File: config.mk
export PLATFORM = sky130hd
export DESIGN_NAME = mod_counter
export DESIGN_NICKNAME = d
export VERILOG_FILES = /design/src/rtl/counter_pkg.sv /design/src/rtl/mod_counter_next.sv /design/src/rtl/mod_counter.sv
export SDC_FILE = /design/constraint.sdc
export NUM_CORES = 1
export LEC_CHECK = 0
export BUFFER_PORTS_ARGS = -buffer_cell sky130_fd_sc_hd__buf_2
export CORE_MARGIN = 2
export CORE_UTILIZATION = 40
export CTS_CLUSTER_DIAMETER = 50
export DETAILED_ROUTE_END_ITERATION = 7
export PLACE_DENSITY_LB_ADDON = 0.1
export SYNTH_ARGS = -nofsm -noshare
export SYNTH_HDL_FRONTEND = slang
export SYNTH_SLANG_ARGS = --single-unit
File: constraint.sdc
create_clock -name clk -period 1.58 [get_ports clk]
set_input_delay 0.158 -clock clk [delete_from_list [all_inputs] [get_ports clk]]
set_output_delay 0.158 -clock clk [all_outputs]
set_load 0.01 [all_outputs]
File: src/rtl/counter_pkg.sv
// Shared constants for the modulo up/down counter family.
// Direction and boundary-mode encodings used by the counter and its next-state logic.
package counter_pkg;

  localparam logic DIR_DOWN  = 1'b0;
  localparam logic DIR_UP    = 1'b1;

  localparam bit   MODE_WRAP = 1'b0;
  localparam bit   MODE_SAT  = 1'b1;

endpackage

File: src/rtl/mod_counter_next.sv
// Next-count and boundary detection for mod_counter; purely combinational, zero latency.
// Priority clear > load > en; no backpressure, the result is consumed every cycle.
module mod_counter_next
  import counter_pkg::*;
#(
  parameter int                WIDTH    = 8,
  parameter logic [WIDTH-1:0]  MAX_L    = '1,
  parameter bit                SATURATE = MODE_WRAP
) (
  input  logic [WIDTH-1:0] count,
  input  logic             en,
  input  logic             up_dn,
  input  logic             load,
  input  logic [WIDTH-1:0] load_val,
  input  logic             clear,
  output logic [WIDTH-1:0] count_nxt,
  output logic             boundary
);

  always_comb begin
    count_nxt = count;
    boundary  = 1'b0;
    if (clear) begin
      count_nxt = '0;
    end else if (load) begin
      count_nxt = (load_val > MAX_L) ? MAX_L : load_val;
    end else if (en) begin
      if (up_dn == DIR_UP) begin
        // >= keeps the range closed even if count were ever above MAX_L
        if (count >= MAX_L) begin
          boundary  = 1'b1;
          count_nxt = (SATURATE == MODE_SAT) ? count : '0;
        end else begin
          count_nxt = count + 1'b1;
        end
      end else begin
        if (count == '0) begin
          boundary  = 1'b1;
          count_nxt = (SATURATE == MODE_SAT) ? count : MAX_L;
        end else begin
          count_nxt = count - 1'b1;
        end
      end
    end
  end

endmodule

File: src/rtl/mod_counter.sv
// Modulo up/down counter with load, clear, terminal-count pulse and sticky overflow.
// One-cycle latency from inputs to registered outputs; no backpressure, steps every enabled cycle.
module mod_counter
  import counter_pkg::*;
#(
  parameter int     WIDTH     = 8,
  parameter longint MAX_VALUE = (64'sd1 <<< WIDTH) - 64'sd1,
  parameter bit     SATURATE  = MODE_WRAP
) (
  input  logic             clk,
  input  logic             reset_n,
  input  logic             en,
  input  logic             up_dn,
  input  logic             load,
  input  logic [WIDTH-1:0] load_val,
  input  logic             clear,
  output logic [WIDTH-1:0] count,
  output logic             tc,
  output logic             ovf
);

  if (WIDTH < 2 || WIDTH > 32) begin : g_bad_width
    $error("mod_counter: WIDTH %0d outside 2..32", WIDTH);
  end
  if (MAX_VALUE < 0 || MAX_VALUE > ((64'sd1 <<< WIDTH) - 64'sd1)) begin : g_bad_max
    $error("mod_counter: MAX_VALUE %0d does not fit in WIDTH %0d", MAX_VALUE, WIDTH);
  end

  localparam logic [WIDTH-1:0] MAX_L = MAX_VALUE[WIDTH-1:0];

  logic [WIDTH-1:0] count_q, count_d, count_nxt;
  logic             tc_q, tc_d;
  logic             ovf_q, ovf_d;
  logic             boundary;

  mod_counter_next #(
    .WIDTH    (WIDTH),
    .MAX_L    (MAX_L),
    .SATURATE (SATURATE)
  ) u_next (
    .count     (count_q),
    .en        (en),
    .up_dn     (up_dn),
    .load      (load),
    .load_val  (load_val),
    .clear     (clear),
    .count_nxt (count_nxt),
    .boundary  (boundary)
  );

  // boundary is never raised on clear/load cycles, so only clear needs masking here
  always_comb begin
    count_d = count_nxt;
    tc_d    = boundary;
    ovf_d   = (ovf_q | boundary) & ~clear;
  end

  always_ff @(posedge clk) begin
    if (!reset_n) begin
      count_q <= '0;
      tc_q    <= 1'b0;
      ovf_q   <= 1'b0;
    end else begin
      count_q <= count_d;
      tc_q    <= tc_d;
      ovf_q   <= ovf_d;
    end
  end

  assign count = count_q;
  assign tc    = tc_q;
  assign ovf   = ovf_q;

endmodule

==> impl_metrics.py <==
metrics = {
    "synth": {
        "netlist.area_leader.share_pct": 24.6,
        "synth_area_um2": 815,
        "synth.distinct_cells": 40,
        "ys.flop_type": "dfxtp_1",
        "ys_seq_elements": 10,
        "syn_area_per_cell_um2": 7.61,
        "synth.area.top_cells": "dfxtp_1 (25%), a21oi_1 (5.5%), ha_1 (4.6%)",
        "synth_edf_count": 0,
        "synth_cells": 107,
        "seq_area_frac_synth_pct": 24.6,
        "synth_fp_nets": 124,
        "ys_warn_count": 0,
        "yosys.area.top_type": "dfxtp_1",
        "synth-async-reset-ratio_pct": 0,
    },
    "power_and_ir_drop": {
        "max-vdd-ir-drop_v": 0.000699,
        "power_density_nw_per_um2": 582,
        "total_power_uw": 765,
        "leakage_nw": 0.559,
    },
    "setup_path": {
        "max_stage_delay_ps": 480,
        "end_kind": "register",
        "crit_arrival_ps": 2000,
        "r2r-start": "count[1]",
        "cp-startpoint": "count[1]",
        "cp_cell_sequence": "inv_4 > ha_4 > or4b_4 > o32ai_4 > o21a_1 > o21ai_2 > o31ai_2",
        "worstSetupPathType": "reg -> reg",
        "cp_slowest_cell": "or4b_4",
        "cp.required_ps": 1770,
        "cp-start-kind": "register",
        "worstPathMaxFanout": 3,
    },
    "drt": {
        "wl_per_cell_um": 14.9,
        "first_pass_iters": 4,
        "detail-route-antenna-nets": 0,
        "drt_wl_total_um": 2710,
        "drt_iter0_drc": 21,
        "routed_via_density": 5.45,
        "drc": 0,
        "vias": 991,
    },
    "sta": {
        "fmax_ghz": 0.551,
        "finClkSkew_ps": 8.32,
        "setup_viol": 9,
        "finalCriticalPeriod_ps": 1820,
        "hold_viol": 0,
        "report.final.slew_viol_count": 0,
        "maxSlewHeadroom_pct": 70.7,
        "worst_slack_ps": -236,
        "min_period_over_period_pct": 115,
        "rsz0062_at_grt": "true",
        "worst-slew-pin-transition_ps": 440,
    },
    "die": {
        "initial_core_util_pct": 41.9,
        "die_w_um": 49.1,
        "die-area_um2": 2410,
        "ioPinCount": 24,
        "die_h_um": 49.1,
        "core_um2": 1940,
        "rows": 16,
    },
    "status": {
        "outcome": "finished, violations left",
        "violations": "setup timing",
    },
    "clock_tree": {
        "clkTransAtPathRegs_ps": 80,
        "cts_hold_buf": 0,
        "cts_sinks": 10,
        "htreeDepth": 1,
        "cts_made_buffers": 3,
        "clk_path_buf_depth": 2,
        "cts-root-buf": "clkbuf_4",
        "insertion_delay_ps": 270,
        "cts_tree": "done",
    },
    "grt": {
        "grt_max_degree": 18,
        "grt_pass1_wl_um": 4440,
        "grt_remaining_overflow": 0,
        "grtUsageTotal_pct": 23.8,
        "first_global_vias": 951,
        "antenna_found_initial": 0,
    },
    "place": {
        "dp_hpwl_um": 1860,
        "numPortBuffers": 23,
        "place_area_um2": 1140,
        "gp_congestion": 0.949,
    },
    "worst_hold_path": {
        "min-delay-start": "load_val[4]",
        "hp-class": "in -> reg",
    },
    "run": {
        "max-cap-violations": 0,
    },
    "cells_and_area": {
        "fin_nets": 174,
        "utilization_pct": 67.7,
        "fill_cells": 175,
        "fin_area_um2": 1320,
        "drive_gt1_share_pct": 51.0,
        "area_growth_pct": 61.4,
        "antennaDiodeCount": 0,
    },
}
state kept, by name, indices dropped and copies added (netlist names):
| name | flops |
|---|---|
| ovf | 1 |
| count | 8 |
| tc | 1 |
worst max-delay path: cells and delay by family (launching register included):
kind | cells | cell delay (ps)
DFF | 1 | 360
AOI/OAI and AO/OA | 4 | 740
buffers and inverters | 1 | 60
adders and majority gates | 1 | 120
and+or+nand+nor | 1 | 480
worst paths after layout:
path | endpoint | slack, ps | depth (start not counted)
setup reg to reg | count[6] | -240 | 7
hold / removal | count[4] | 120 | 3
hold reg to reg | ovf | 440 | 2
setup / recovery | count[6] | -240 | 7
metrics by stage:
stage / hold slack [ps] / setup slack, ps / std cells / setup TNS (ps)
3_5_place_dp: 398 / -191 / 173 / -860
4_1_cts: 111 / -173 / 178 / -760
6_report: 120 / -236 / 182 / -1060
2_1_floorplan: 299 / -123 / 107 / -292
5_1_grt: 124 / -312 / 182 / -1890
3_3_place_gp: 392 / -137 / 173 / -580
layout make-up:
class,instances,area (um^2),share of cell area [%]
inverter,7,31.3,2.38
multi-input combinational,81,659,50.1
tap,27,33.8,2.57
sequential,10,209,15.9
clock buffer,3,22.5,1.71
timing repair buffer,54,359,27.3
kinds of logic after synthesis:
logic type | synth area share, %
simple gates | 24.1
mux | 1.23
flops | 24.6
fa+ha+maj | 4.61
compound gates | 33.8
buf+inv | 8.45
xor+xnor | 3.23
where the power goes:
part | total, mW | switching, mW | internal (mW)
registers | 0.275 | 0.0135 | 0.261
logic | 0.308 | 0.148 | 0.160
clock network | 0.183 | 0.0948 | 0.0880
per-layer routing:
layer	routed length [um]	vias to the layer above	part of all wire [%]	GRT usage, %
li1	-	496	-	-
met1	1160	457	43	29.2
met4	77	0	2.8	8.57
met2	1380	28	51	40.8
met5	0	-	0	0
met3	94	10	3.5	4.91
Yosys cell counts, drive strengths merged (3+ instances only):
cell type	n
nor2	7
ha	3
nand2	8
a21oi	9
dfxtp	10
o21ai	6
or3	4
o311ai	3
nor3	3
inv	7
clkbuf	6
o31ai	5
buf	3
nand3	6
what timing repair did:
item | 4_1_cts | 5_1_grt
endpoints found under the hold margin | 0 | 0
pin swaps | 5 | 14
endpoints found under the setup margin | 9 | 9
resized for setup | 9 | 16
buffers inserted | 2 | 4
cloned | 0 | 0
cells in the final DEF, fill, tap and decap left out, types with 3 or more instances in the layout:
cell	n
dfxtp_1	7
a21oi_1	9
o21ai_0	3
or3_1	3
buf_2	23
nor2_1	6
clkbuf_4	3
nand2_1	7
o31ai_1	3
nand3_1	6
buf_4	28
inv_1	5
buf_6	3
No activity file was read; power rests on OpenSTA's default activity.
